<file path="config.mk">
export PLATFORM = sky130hd
export DESIGN_NAME = ex_stage_flat
export DESIGN_NICKNAME = d
export VERILOG_FILES = /design/src/rtl/ex_pkg.sv /design/src/rtl/ex_if.sv /design/src/rtl/ex_alu_ctl.sv /design/src/rtl/ex_stage.sv /design/src/flat_wrapper.sv
export SDC_FILE = /design/constraint.sdc
export NUM_CORES = 1
export LEC_CHECK = 0
export BUFFER_PORTS_ARGS = -buffer_cell sky130_fd_sc_hd__buf_4
export CORE_ASPECT_RATIO = 1.5
export CORE_MARGIN = 3
export CORE_UTILIZATION = 60
export DETAILED_ROUTE_END_ITERATION = 12
export PLACE_DENSITY = 0.93
export SLEW_MARGIN = 20
export SYNTH_ARGS = -nofsm -noshare
export SYNTH_HDL_FRONTEND = slang
export SYNTH_HIERARCHICAL = 1
export SYNTH_SLANG_ARGS = --single-unit
</file>
<file path="constraint.sdc">
create_clock -name clk -period 4.6 [get_ports clk]
set_clock_uncertainty 0.2 [all_clocks]
set_input_delay 0.92 -clock clk [delete_from_list [all_inputs] [get_ports clk]]
set_output_delay 0.92 -clock clk [all_outputs]
set_load 0.005 [all_outputs]
</file>
<file path="src/rtl/ex_pkg.sv">
// Shared constants and types for the EX pipeline stage: ALU decode codes,
// internal ALU operations and the EX control FSM states.
package ex_pkg;

  localparam int unsigned MUL_CYCLES_DEF = 32;

  localparam logic [1:0] ALUOP_ADD   = 2'b00;
  localparam logic [1:0] ALUOP_SUB   = 2'b01;
  localparam logic [1:0] ALUOP_RTYPE = 2'b10;
  localparam logic [1:0] ALUOP_OR    = 2'b11;

  localparam logic [5:0] FUNCT_ADD = 6'h20;
  localparam logic [5:0] FUNCT_SUB = 6'h22;
  localparam logic [5:0] FUNCT_AND = 6'h24;
  localparam logic [5:0] FUNCT_OR  = 6'h25;
  localparam logic [5:0] FUNCT_SLT = 6'h2A;
  localparam logic [5:0] FUNCT_MUL = 6'h18;

  typedef enum logic [2:0] {
    ALU_ADD,
    ALU_SUB,
    ALU_AND,
    ALU_OR,
    ALU_SLT,
    ALU_MUL,
    ALU_NOP
  } alu_op_e;

  typedef enum logic {
    ST_RUN,
    ST_MUL
  } state_e;

endpackage

</file>
<file path="src/rtl/ex_if.sv">
// ID/EX input bundle and EX/MEM output bundle of the EX stage.
// master = upstream/ID side driving the bundle, slave = the EX stage.
interface ex_if;
  logic        in_valid;
  logic        flush;
  logic [1:0]  wb_ctl;
  logic [2:0]  m_ctl;
  logic        regdst;
  logic        alusrc;
  logic [1:0]  aluop;
  logic [31:0] npc;
  logic [31:0] rdata1;
  logic [31:0] rdata2;
  logic [31:0] s_extend;
  logic [4:0]  instr_2016;
  logic [4:0]  instr_1511;

  logic        stall;
  logic        out_valid;
  logic [1:0]  wb_ctlout;
  logic [2:0]  m_ctlout;
  logic [31:0] add_result;
  logic        zero;
  logic [31:0] alu_result;
  logic [31:0] rdata2out;
  logic [4:0]  muxout;

  modport master (
    output in_valid, flush, wb_ctl, m_ctl, regdst, alusrc, aluop,
           npc, rdata1, rdata2, s_extend, instr_2016, instr_1511,
    input  stall, out_valid, wb_ctlout, m_ctlout, add_result, zero,
           alu_result, rdata2out, muxout
  );

  modport slave (
    input  in_valid, flush, wb_ctl, m_ctl, regdst, alusrc, aluop,
           npc, rdata1, rdata2, s_extend, instr_2016, instr_1511,
    output stall, out_valid, wb_ctlout, m_ctlout, add_result, zero,
           alu_result, rdata2out, muxout
  );
endinterface

</file>
<file path="src/rtl/ex_alu_ctl.sv">
// ALU control: maps the 2-bit aluop and the R-type funct field onto the
// internal ALU operation.
module alu_ctl
  import ex_pkg::*;
(
  input  logic [1:0] aluop,
  input  logic [5:0] funct,
  output alu_op_e    alu_op
);

  always_comb begin
    alu_op = ALU_NOP;
    case (aluop)
      ALUOP_ADD: alu_op = ALU_ADD;
      ALUOP_SUB: alu_op = ALU_SUB;
      ALUOP_OR:  alu_op = ALU_OR;
      default: begin
        case (funct)
          FUNCT_ADD: alu_op = ALU_ADD;
          FUNCT_SUB: alu_op = ALU_SUB;
          FUNCT_AND: alu_op = ALU_AND;
          FUNCT_OR:  alu_op = ALU_OR;
          FUNCT_SLT: alu_op = ALU_SLT;
          FUNCT_MUL: alu_op = ALU_MUL;
          default:   alu_op = ALU_NOP;
        endcase
      end
    endcase
  end

endmodule

</file>
<file path="src/rtl/ex_stage.sv">
// EX pipeline stage: single-cycle ALU plus an iterative shift-add multiplier
// that stalls upstream while it runs; results land in the EX/MEM register.
module ex_stage
  import ex_pkg::*;
#(
  parameter int unsigned MUL_CYCLES = MUL_CYCLES_DEF
) (
  input logic clk,
  input logic rst_n,
  ex_if.slave bus
);

  localparam int unsigned CW = $clog2(MUL_CYCLES + 1);

  state_e      state, state_n;
  alu_op_e     alu_op;
  logic [31:0] b_op;
  logic [31:0] alu_comb;
  logic [31:0] add_comb;
  logic [4:0]  mux_comb;
  logic        is_mul;

  logic [CW-1:0] cnt;
  logic [31:0]   mcand, mplier, acc, acc_next;
  logic [1:0]    p_wb;
  logic [2:0]    p_m;
  logic [31:0]   p_add, p_rd2;
  logic [4:0]    p_mux;

  alu_ctl u_alu_ctl (
    .aluop  (bus.aluop),
    .funct  (bus.s_extend[5:0]),
    .alu_op (alu_op)
  );

  assign b_op     = bus.alusrc ? bus.s_extend : bus.rdata2;
  assign add_comb = bus.npc + (bus.s_extend << 2);
  assign mux_comb = bus.regdst ? bus.instr_1511 : bus.instr_2016;
  assign is_mul   = (alu_op == ALU_MUL);
  assign acc_next = acc + (mplier[0] ? mcand : '0);

  always_comb begin
    alu_comb = '0;
    case (alu_op)
      ALU_ADD: alu_comb = bus.rdata1 + b_op;
      ALU_SUB: alu_comb = bus.rdata1 - b_op;
      ALU_AND: alu_comb = bus.rdata1 & b_op;
      ALU_OR:  alu_comb = bus.rdata1 | b_op;
      ALU_SLT: alu_comb = ($signed(bus.rdata1) < $signed(b_op)) ? 32'd1 : 32'd0;
      default: alu_comb = '0;
    endcase
  end

  assign bus.stall = (state == ST_MUL);
  assign bus.zero  = (bus.alu_result == '0);

  always_ff @(posedge clk or negedge rst_n) begin
    if (!rst_n) state <= ST_RUN;
    else        state <= state_n;
  end

  always_comb begin
    state_n = state;
    if (bus.flush) begin
      state_n = ST_RUN;
    end else begin
      case (state)
        ST_RUN: if (bus.in_valid && is_mul) state_n = ST_MUL;
        ST_MUL: if (cnt == CW'(1))         state_n = ST_RUN;
        default: state_n = ST_RUN;
      endcase
    end
  end

  always_ff @(posedge clk or negedge rst_n) begin
    if (!rst_n) begin
      cnt            <= '0;
      mcand          <= '0;
      mplier         <= '0;
      acc            <= '0;
      p_wb           <= '0;
      p_m            <= '0;
      p_add          <= '0;
      p_rd2          <= '0;
      p_mux          <= '0;
      bus.out_valid  <= 1'b0;
      bus.wb_ctlout  <= '0;
      bus.m_ctlout   <= '0;
      bus.add_result <= '0;
      bus.alu_result <= '0;
      bus.rdata2out  <= '0;
      bus.muxout     <= '0;
    end else if (bus.flush) begin
      bus.out_valid <= 1'b0;
      cnt           <= '0;
    end else begin
      case (state)
        ST_RUN: begin
          if (!bus.in_valid) begin
            bus.out_valid <= 1'b0;
          end else if (is_mul) begin
            // Control side of the bundle is parked until the product is done.
            mcand         <= bus.rdata1;
            mplier        <= b_op;
            acc           <= '0;
            cnt           <= CW'(MUL_CYCLES);
            p_wb          <= bus.wb_ctl;
            p_m           <= bus.m_ctl;
            p_add         <= add_comb;
            p_rd2         <= bus.rdata2;
            p_mux         <= mux_comb;
            bus.out_valid <= 1'b0;
          end else begin
            bus.wb_ctlout  <= bus.wb_ctl;
            bus.m_ctlout   <= bus.m_ctl;
            bus.add_result <= add_comb;
            bus.alu_result <= alu_comb;
            bus.rdata2out  <= bus.rdata2;
            bus.muxout     <= mux_comb;
            bus.out_valid  <= 1'b1;
          end
        end
        ST_MUL: begin
          acc    <= acc_next;
          mcand  <= mcand << 1;
          mplier <= mplier >> 1;
          cnt    <= cnt - CW'(1);
          // Final step's partial sum goes straight into the result register.
          if (cnt == CW'(1)) begin
            bus.wb_ctlout  <= p_wb;
            bus.m_ctlout   <= p_m;
            bus.add_result <= p_add;
            bus.alu_result <= acc_next;
            bus.rdata2out  <= p_rd2;
            bus.muxout     <= p_mux;
            bus.out_valid  <= 1'b1;
          end
        end
        default: bus.out_valid <= 1'b0;
      endcase
    end
  end

endmodule

</file>
<file path="src/flat_wrapper.sv">
// flat-port wrapper written by rule: the top's interface ports become plain ports
module ex_stage_flat import ex_pkg::*;
#(
  parameter int unsigned MUL_CYCLES = MUL_CYCLES_DEF
)
  (clk, rst_n, bus_in_valid, bus_flush, bus_wb_ctl, bus_m_ctl, bus_regdst, bus_alusrc, bus_aluop, bus_npc, bus_rdata1, bus_rdata2, bus_s_extend, bus_instr_2016, bus_instr_1511, bus_stall, bus_out_valid, bus_wb_ctlout, bus_m_ctlout, bus_add_result, bus_zero, bus_alu_result, bus_rdata2out, bus_muxout);
  ex_if bus_i ();
  input logic clk;
  input logic rst_n;
  input wire logic [$bits(bus_i.in_valid)-1:0] bus_in_valid;
  input wire logic [$bits(bus_i.flush)-1:0] bus_flush;
  input wire logic [$bits(bus_i.wb_ctl)-1:0] bus_wb_ctl;
  input wire logic [$bits(bus_i.m_ctl)-1:0] bus_m_ctl;
  input wire logic [$bits(bus_i.regdst)-1:0] bus_regdst;
  input wire logic [$bits(bus_i.alusrc)-1:0] bus_alusrc;
  input wire logic [$bits(bus_i.aluop)-1:0] bus_aluop;
  input wire logic [$bits(bus_i.npc)-1:0] bus_npc;
  input wire logic [$bits(bus_i.rdata1)-1:0] bus_rdata1;
  input wire logic [$bits(bus_i.rdata2)-1:0] bus_rdata2;
  input wire logic [$bits(bus_i.s_extend)-1:0] bus_s_extend;
  input wire logic [$bits(bus_i.instr_2016)-1:0] bus_instr_2016;
  input wire logic [$bits(bus_i.instr_1511)-1:0] bus_instr_1511;
  output wire logic [$bits(bus_i.stall)-1:0] bus_stall;
  output wire logic [$bits(bus_i.out_valid)-1:0] bus_out_valid;
  output wire logic [$bits(bus_i.wb_ctlout)-1:0] bus_wb_ctlout;
  output wire logic [$bits(bus_i.m_ctlout)-1:0] bus_m_ctlout;
  output wire logic [$bits(bus_i.add_result)-1:0] bus_add_result;
  output wire logic [$bits(bus_i.zero)-1:0] bus_zero;
  output wire logic [$bits(bus_i.alu_result)-1:0] bus_alu_result;
  output wire logic [$bits(bus_i.rdata2out)-1:0] bus_rdata2out;
  output wire logic [$bits(bus_i.muxout)-1:0] bus_muxout;
  assign bus_i.in_valid = bus_in_valid;
  assign bus_i.flush = bus_flush;
  assign bus_i.wb_ctl = bus_wb_ctl;
  assign bus_i.m_ctl = bus_m_ctl;
  assign bus_i.regdst = bus_regdst;
  assign bus_i.alusrc = bus_alusrc;
  assign bus_i.aluop = bus_aluop;
  assign bus_i.npc = bus_npc;
  assign bus_i.rdata1 = bus_rdata1;
  assign bus_i.rdata2 = bus_rdata2;
  assign bus_i.s_extend = bus_s_extend;
  assign bus_i.instr_2016 = bus_instr_2016;
  assign bus_i.instr_1511 = bus_instr_1511;
  assign bus_stall = bus_i.stall;
  assign bus_out_valid = bus_i.out_valid;
  assign bus_wb_ctlout = bus_i.wb_ctlout;
  assign bus_m_ctlout = bus_i.m_ctlout;
  assign bus_add_result = bus_i.add_result;
  assign bus_zero = bus_i.zero;
  assign bus_alu_result = bus_i.alu_result;
  assign bus_rdata2out = bus_i.rdata2out;
  assign bus_muxout = bus_i.muxout;
  ex_stage #(.MUL_CYCLES(MUL_CYCLES)) u_core (.clk(clk), .rst_n(rst_n), .bus(bus_i));
endmodule
</file>
==> flow_summary_export.csv, run 1 <==
group,metric,value,unit
clocking,clkLatencyLatePin,570,ps
power_and_ir_drop,p_seq_frac,0.397,
clocking,ctsRootBufferMaster,"clkbuf_16",
global_routing,grt_pass1_vias,20400,
yosys,ys_seq_area_frac,0.347,
yosys,synth_edf_count,0,
sta,worst_pin_slew,940,ps
clocking,post-cts-setup-buffer-count,0,
routing,initialDrtViolationCount,1865,
yosys,async_flop_share,1.00,
sta,tns,0,ps
sta,rsz0062_at_grt,"false",
global_routing,grt_max_degree,102,
setup_path,path_cells,"buf_4, buf_4, mux2i_1, inv_1, ha_1, a211oi_1, o211ai_1, nand4_1, nand3_1, a21oi_1, o21ai_0, a21oi_1, xnor2_1, a221oi_1, o211ai_1",
floorplan,ios,260,
clocking,cts_buffer_depth,3,
cells_and_area,diodes,0,
power_and_ir_drop,p_sw_frac,0.348,
worst_hold_path,hold_path_class,"input pin to asynchronous set/reset pin",
routing,dr.pass1.iters,8,
placed_design,place_hpwl,51.8,mm
routing,avgViaCountPerCell,6.38,
setup_path,critical_path_class,"input pin to flip-flop",
power_and_ir_drop,vdd_drop_max,478,uV
setup_path,critPathRequiredTime,4840,ps
routing,ant_nets,0,
routing,wl_per_cell,22.6,microns
cells_and_area,multi_input_area,12500,sq um
setup_path,slowest_delay,490,ps
setup_path,critical_path_arrival,4330,ps
power_and_ir_drop,internal-power,5.62,mW
sta,min_period_over_period,0.890,
setup_path,cp-end-kind,"flip-flop",
clocking,tritoncts,"built",
yosys,synth.distinct_cells,86,
clocking,h-tree-depth,1,
power_and_ir_drop,p_leak,11.8,nW
routing,drc,0,
outcome,status,"complete, no violations",
floorplan,dieArea,36400,sq um
routing,totalWireLength,70.1,mm
setup_path,cp_top_family,"compound AO/OA/AOI/OAI gates",
floorplan,num_rows,82,
setup_path,path_buf_inv,3,
floorplan,dieWidth,157,microns
sta,setup_viol,0,
routing,vias,19800,
clocking,cts_resized,0,
sta,slew_headroom,0.374,
yosys,yosysTopAreaCell,"dfrtp_1",
global_routing,track_usage,0.375,
setup_path,critPathMaxFanout,4,
flow_run,cap_violations,0,
setup_path,start_kind,"input pin",
sta,hold_viol_final,0,
sta,fmax,244,MHz
sta,finalCriticalPeriod,4090,ps
placed_design,gp_congestion,0.996,
power_and_ir_drop,combPwrFrac,0.318,
placed_design,pre_cts_ws,-3.26,ps
clocking,cts_inserted_buffers,29,
floorplan,die_height,232,microns
yosys,synth-main-ff-cell,"dfrtp_1",
cells_and_area,seqCellArea,7110,sq um
global_routing,grt-ovfl-total,0,
clocking,hold_buffers,0,
placed_design,numPortBuffers,259,
yosys,syn_avg_cell_area,8.56,sq um
yosys,synth_top_area_frac,0.347,
yosys,ys_warn_count,6,
yosys,synth-seq-cells,284,
floorplan,initial_core_util,0.611,
sta,slew_viol_final,0,
yosys,netlist_area,20500,sq um
yosys,synth_most_common_cell,"nand2_1",
power_and_ir_drop,p_switching,3.01,mW
yosys,netlist_top_cells_count,"302 x nand2_1, 284 x dfrtp_1, 274 x o21ai_0",
cells_and_area,fin_nets,2991,
cells_and_area,drive_above_1_share,0.189,
cells_and_area,syn_to_final_growth,19.1,%
global_routing,grt_antenna_before_repair,0,
yosys,synthCells,2394,
global_routing,grt_pass1_wl,109,mm
power_and_ir_drop,powerDensity,354,nW/um^2
floorplan,coreArea,33500,sq um
cells_and_area,fillers,2391,
power_and_ir_drop,clock_power_share,0.284,
setup_path,crit_slowest_cell,"mux2i_1",
clocking,clkSlewWorstSetupHoldPaths,70,ps
yosys,syn_nets,2724,
clocking,clock_sink_count,284,
yosys,ys_top_cells_by_area,"dfrtp_1 35%, ha_1 11%, o21ai_0 6.7%, mux2i_1 6.3%, nand2_1 5.5%",
sta,layout_setup_ws,508,ps
[metal layers]
layer / global-route usage / up-vias / share of wire
met5: 0 / - / 0
met4: 0.211 / 0 / 0.066
met3: 0.0531 / 292 / 0.071
met2: 0.641 / 1023 / 0.49
met1: 0.450 / 9514 / 0.37
li1: - / 8975 / -
[worst paths after layout]
check                                  from                        end  slack (ps)  depth (start not counted)
max                              bus_alusrc  u_core/bus.alu_result[27]         510                         15
min                                   rst_n       u_core/bus.out_valid         210                          1
max reg2reg                u_core/mplier[0]  u_core/bus.alu_result[31]         660                         13
min reg2reg                u_core/p_add[12]           u_core/p_add[12]         280                          2
max in group asynchronous             rst_n           u_core/mcand[16]        2940                          2
min in group clk           u_core/p_add[12]           u_core/p_add[12]         280                          2
[cell families (layout without fill, tap and decap cells)]
family / after synthesis / in the layout / synth area share
flops: 284 / 284 / 0.347
buf+inv: 243 / 532 / 0.0459
xor+xnor: 78 / 78 / 0.0333
fa+ha+maj: 179 / 179 / 0.111
simple gates: 722 / 722 / 0.161
compound gates: 707 / 707 / 0.210
mux: 181 / 181 / 0.0922
[layout make-up]
class / count / area share
repair buffers: 365 / 0.118
well taps: 420 / 0.0215
clock inverters: 18 / 0.00702
inverters: 114 / 0.0175
flip-flops and latches: 284 / 0.291
multi-input cells: 1867 / 0.511
clock buffers: 35 / 0.0331
[state kept, by name, indices dropped and copies added (netlist names), 2 cells and up]
| register | count |
|---|---|
| u_core/acc | 32 |
| u_core/bus.add_result | 32 |
| u_core/bus.alu_result | 32 |
| u_core/bus.m_ctlout | 3 |
| u_core/bus.muxout | 5 |
| u_core/bus.rdata2out | 32 |
| u_core/bus.wb_ctlout | 2 |
| u_core/cnt | 6 |
| u_core/mcand | 32 |
| u_core/mplier | 32 |
| u_core/p_add | 32 |
| u_core/p_m | 3 |
| u_core/p_mux | 5 |
| u_core/p_rd2 | 32 |
| u_core/p_wb | 2 |
[cell usage in the layout, fill, tap and decap left out, drive strengths merged, types with 32 or more instances in the layout]
cell,instances
dfrtp,284
nor2,177
buf,365
xnor2,49
a21oi,188
o21ai,279
inv,113
and2,41
mux2,52
nand3,35
nor3,32
ha,175
nand2,302
clkbuf,35
mux2i,128
[power groups by stage]
stage	combinational, mW	clock [mW]	sequential, mW
floorplan	1.53	0	3.33
global placement	2.55	0	3.40
detailed placement	2.66	0	3.44
CTS	2.70	2.47	3.41
global route	2.98	2.54	3.47
finish	2.75	2.45	3.43
[worst register-to-register path: stages (launching register included)]
cell	delay, ps
dfrtp_1	470
buf_4	260
and2_1	170
ha_1	220
nor4_1	250
o21ai_1	140
a31oi_1	420
o211ai_1	240
a31o_2	320
a211oi_2	310
o21ai_0	120
a21oi_1	230
xor2_1	150
a221o_1	340
[through the flow]
step | cell area (sq um) | util | hold WS [ps] | power (mW) | instances
final | 24400 | 0.727 | 211 | 8.63 | 3103
after global routing | 24400 | 0.727 | 280 | 9.00 | 3103
after CTS | 24400 | 0.727 | 234 | 8.58 | 3103
after detailed placement | 23400 | 0.698 | 267 | 6.10 | 3050
after global placement | 23400 | 0.698 | 255 | 5.95 | 3050
after floorplan | 20500 | - | 242 | 4.86 | 2394
Power figures use the tool's default switching activity.
==> inputs of run 2 (changes only) <==
Settings changed: ABC_CLOCK_PERIOD_IN_PS set to 4600, CORE_UTILIZATION 60 to 26, PLACE_DENSITY 0.93 to 0.53.
==> flow_summary_export.csv, run 2 (synthesized netlist as in run 1, its figures left out) <==
group,metric,value,unit
outcome,status,"complete, no violations",
cells_and_area,final_util,0.331,
placed_design,place_hpwl,59.7,mm
routing,totalWireLength,75.2,mm
cells_and_area,drive_above_1_share,0.205,
floorplan,ios,260,
placed_design,pre_cts_ws,-144,ps
sta,layout_setup_ws,414,ps
sta,hold_viol_final,0,
setup_path,critPathRequiredTime,4840,ps
setup_path,rrSetupSlack,540,ps
floorplan,dieWidth,235,microns
global_routing,track_usage,0.177,
routing,wl_per_cell,20.0,microns
clocking,h-tree-depth,2,
global_routing,grt_antenna_before_repair,4,
cells_and_area,fin_nets,3044,
clocking,post-cts-setup-buffer-count,0,
sta,worst_pin_slew,827,ps
routing,ant_nets,0,
setup_path,start_kind,"input pin",
sta,min_period_over_period,0.910,
routing,dr.pass1.iters,7,
setup_path,critical_path_arrival,4420,ps
placed_design,gp_congestion,0.913,
cells_and_area,fillers,8119,
clocking,ctsRootBufferMaster,"clkbuf_16",
routing,avgViaCountPerCell,4.92,
setup_path,critical_path_class,"input pin to flip-flop",
clocking,clkSlewWorstSetupHoldPaths,60,ps
clocking,clkLatencyLatePin,570,ps
floorplan,initial_core_util,0.264,
setup_path,r2r_cells,13,
flow_run,cap_violations,0,
sta,setup_viol,0,
power_and_ir_drop,clock_power_share,0.322,
power_and_ir_drop,combPwrFrac,0.301,
sta,worst_hold_slack,77.7,ps
clocking,hold_buffers,0,
cells_and_area,final_common_cell,"buf_4",
floorplan,num_rows,125,
worst_hold_path,hold_path_class,"input pin to asynchronous set/reset pin",
power_and_ir_drop,p_seq_frac,0.376,
routing,initialDrtViolationCount,891,
routing,vias,18500,
clocking,cts_resized,0,
sta,slew_headroom,0.447,
setup_path,path_cells,"buf_4, mux2i_1, inv_1, ha_1, fa_1, a21oi_1, o211ai_1, and4_1, o32ai_1, buf_4, o21ai_1, a311oi_1, or4_1, mux2i_1, o21ai_0, o211ai_1",
cells_and_area,syn_to_final_growth,25.5,%
placed_design,numPortBuffers,259,
floorplan,die_height,350,microns
clocking,tritoncts,"built",
global_routing,grt_pass1_vias,18800,
routing,drc,0,
setup_path,cp-end-kind,"flip-flop",
power_and_ir_drop,internal-power,6.02,mW
global_routing,grt_pass1_wl,113,mm
power_and_ir_drop,powerDensity,351,nW/um^2
floorplan,coreArea,77700,sq um
power_and_ir_drop,p_sw_frac,0.333,
setup_path,critPathMaxFanout,4,
cells_and_area,final_cell_mix,"401 x buf_4, 300 x nand2_1, 283 x dfrtp_1",
global_routing,grt-ovfl-total,0,
sta,rsz0062_at_grt,"false",
setup_path,crit_slowest_cell,"a311oi_1",
clocking,cts_inserted_buffers,34,
power_and_ir_drop,p_leak,12.1,nW
setup_path,slowest_delay,470,ps
power_and_ir_drop,fin_total_pwr,9.03,mW
sta,finalCriticalPeriod,4190,ps
clocking,cts_buffer_depth,3,
clocking,clock_sink_count,284,
power_and_ir_drop,vdd_drop_max,327,uV
global_routing,grt_max_degree,139,
sta,slew_viol_final,0,
power_and_ir_drop,p_switching,3.01,mW
floorplan,dieArea,82300,sq um
sta,fmax,239,MHz
run 2: path summary, 6_finish.rpt:
check                                 startpoint                        end
worst max-delay path                  bus_alusrc  u_core/bus.alu_result[28]
worst min-delay path                       rst_n              u_core/cnt[5]
worst max register to register  u_core/mplier[0]  u_core/bus.alu_result[28]
worst min register to register  u_core/p_add[24]           u_core/p_add[24]
max in group asynchronous                  rst_n     u_core/bus.m_ctlout[2]
min in group clk                u_core/p_add[24]           u_core/p_add[24]
run 2: metal layers:
layer,routed length (microns),track usage,vias to the layer above
li1,-,-,9091
met1,30600,0.205,8780
met2,37600,0.320,467
met3,3480,0.0294,131
met4,3470,0.0788,0
met5,0,0,-
run 2: layout make-up:
| cell class | count | area, sq um | area share |
|---|---|---|---|
| repair buffers | 413 | 3250 | 0.126 |
| diodes | 4 | 10.0 | 0.000389 |
| flip-flops and latches | 284 | 7110 | 0.277 |
| multi-input cells | 1867 | 12500 | 0.485 |
| clock buffers | 45 | 983 | 0.0382 |
| well taps | 1016 | 1270 | 0.0494 |
| clock inverters | 14 | 184 | 0.00715 |
| inverters | 114 | 428 | 0.0166 |
run 2: power groups by stage:
stage,sequential (mW),combinational [mW],clock [mW]
global placement,3.43,2.73,0
floorplan,3.33,1.53,0
global route,3.47,3.03,3.09
detailed placement,3.44,2.74,0
CTS,3.40,2.75,3.02
finish,3.40,2.72,2.91
run 2: critical path: cells and delay by family:
kind | cells | cell delay [ps]
simple gates | 2 | 460
mux | 2 | 350
fa+ha+maj | 2 | 640
buf+inv | 3 | 370
compound gates | 7 | 1660
run 2: metrics by stage:
stage / TNS [ps] / std cells / instance area, sq um
final: 0 / 3757 / 25700
after detailed placement: -229 / 3694 / 24500
after global placement: 0 / 3694 / 24500
after floorplan: 0 / 2394 / 20500
after CTS: 0 / 3753 / 25700
after global routing: 0 / 3756 / 25700
==> inputs of run 3 (changes only) <==
Settings changed: RECOVER_POWER set to 50.
==> flow_summary_export.csv, run 3 (synthesized netlist as in run 1, its figures left out) <==
group,metric,value,unit
routing,vias,18600,
clocking,clkLatencyLatePin,570,ps
setup_path,startpoint,"bus_alusrc",
clocking,cts_resized,0,
power_and_ir_drop,fin_total_pwr,8.99,mW
clocking,hold_buffers,0,
placed_design,gp_congestion,0.913,
routing,drc,0,
outcome,status,"finished with violations",
floorplan,dieWidth,235,microns
floorplan,die_height,350,microns
clocking,post-cts-setup-buffer-count,0,
routing,ant_nets,0,
worst_hold_path,hold_path_class,"flip-flop to flip-flop",
cells_and_area,fin_nets,3044,
setup_path,cp-end-kind,"flip-flop",
flow_run,cap_violations,1,
sta,min_period_over_period,0.908,
power_and_ir_drop,powerDensity,351,nW/um^2
sta,finalCriticalPeriod,4180,ps
clocking,clock_sink_count,284,
sta,fmax,239,MHz
cells_and_area,drive_above_1_share,0.198,
clocking,ctsRootBufferMaster,"clkbuf_16",
clocking,cts_buffer_depth,3,
global_routing,grt_antenna_before_repair,4,
sta,tns,0,ps
routing,avgViaCountPerCell,4.94,
placed_design,place_hpwl,59.7,mm
sta,worst_pin_slew,3110,ps
cells_and_area,final_common_cell,"buf_4",
setup_path,critPathRequiredTime,4840,ps
global_routing,track_usage,0.177,
routing,initialDrtViolationCount,902,
floorplan,coreArea,77700,sq um
sta,rsz0062_at_grt,"false",
clocking,cts_inserted_buffers,34,
setup_path,r2r-start,"u_core/mplier[0]",
clocking,clkSlewWorstSetupHoldPaths,60,ps
floorplan,initial_core_util,0.264,
global_routing,grt_pass1_wl,113,mm
setup_path,cp-endpoint,"u_core/bus.alu_result[28]",
setup_path,critical_path_arrival,4410,ps
outcome,violations,"max-capacitance violations, max-slew violations",
sta,hold_viol_final,0,
sta,slew_viol_final,48,
floorplan,ios,260,
sta,slew_headroom,-1.07,
global_routing,grt-ovfl-total,0,
sta,setup_viol,0,
cells_and_area,final_util,0.330,
routing,totalWireLength,75.2,mm
placed_design,numPortBuffers,259,
cells_and_area,final_cell_mix,"347 x buf_4, 300 x nand2_1, 283 x dfrtp_1",
power_and_ir_drop,p_leak,12.0,nW
setup_path,r2r_cells,13,
setup_path,critPathMaxFanout,4,
floorplan,dieArea,82300,sq um
floorplan,num_rows,125,
setup_path,start_kind,"input pin",
cells_and_area,fillers,8134,
power_and_ir_drop,vdd_drop_max,323,uV
routing,dr.pass1.iters,7,
clocking,h-tree-depth,2,
clocking,tritoncts,"built",
cells_and_area,syn_to_final_growth,25.1,%
global_routing,grt_pass1_vias,18800,
setup_path,r2r-end,"u_core/bus.alu_result[28]",
setup_path,critical_path_class,"input pin to flip-flop",
setup_path,rrSetupSlack,530,ps
routing,wl_per_cell,20.0,microns
global_routing,grt_max_degree,139,
[run 3: area by class of cell]
class	count	area, sq um	share of cell area
well taps	1016	1270	0.0496
flip-flops and latches	284	7110	0.277
inverters	114	428	0.0167
clock buffers	45	983	0.0384
multi-input cells	1867	12500	0.487
clock inverters	14	184	0.00717
diodes	5	12.5	0.000488
repair buffers	413	3170	0.124
[run 3: where the power goes]
group / switching (mW) / leakage (nW) / internal (mW)
clock network: 1.18 / 0.579 / 1.73
registers: 0.367 / 3.61 / 3.03
logic: 1.46 / 7.82 / 1.23
[run 3: worst min path at each step]
stage	from	end	slack, ps	cells past startpoint
3_3_place_gp	u_core/p_add[31]	u_core/p_add[31]	260	2
6_report	u_core/bus.rdata2out[12]	u_core/bus.rdata2out[12]	280	2
5_1_grt	u_core/bus.rdata2out[27]	u_core/bus.rdata2out[27]	300	2
3_5_place_dp	u_core/p_add[27]	u_core/p_add[27]	260	2
4_1_cts	rst_n	u_core/bus.out_valid	60	1
2_1_floorplan	u_core/p_add[14]	u_core/p_add[14]	240	2
[run 3: worst max-delay path: stages]
cell,delay (ps)
buf_4,120
mux2i_1,290
inv_1,90
ha_1,220
fa_1,420
a21oi_1,240
o211ai_1,220
and4_1,290
o32ai_1,280
buf_4,160
o21ai_1,150
a311oi_1,460
or4_1,170
mux2i_1,50
o21ai_0,200
o211ai_1,110
[run 3: routing by layer]
layer	vias up	part of all wire	track usage
li1	9093	-	-
met1	8865	0.41	0.205
met2	473	0.50	0.320
met3	123	0.047	0.0294
met4	0	0.044	0.0788
met5	-	0	0
[run 3: per-stage QoR]
stage                     worst slack (ps)  cell area [sq um]  instances  hold slack [ps]
after floorplan                       21.2              20500       2394              242
after global placement                13.7              24500       3694              255
after detailed placement              -144              24500       3694              263
after CTS                              453              25700       3753             59.6
after global routing                   131              25600       3756              300
final                                  423              25600       3758              276
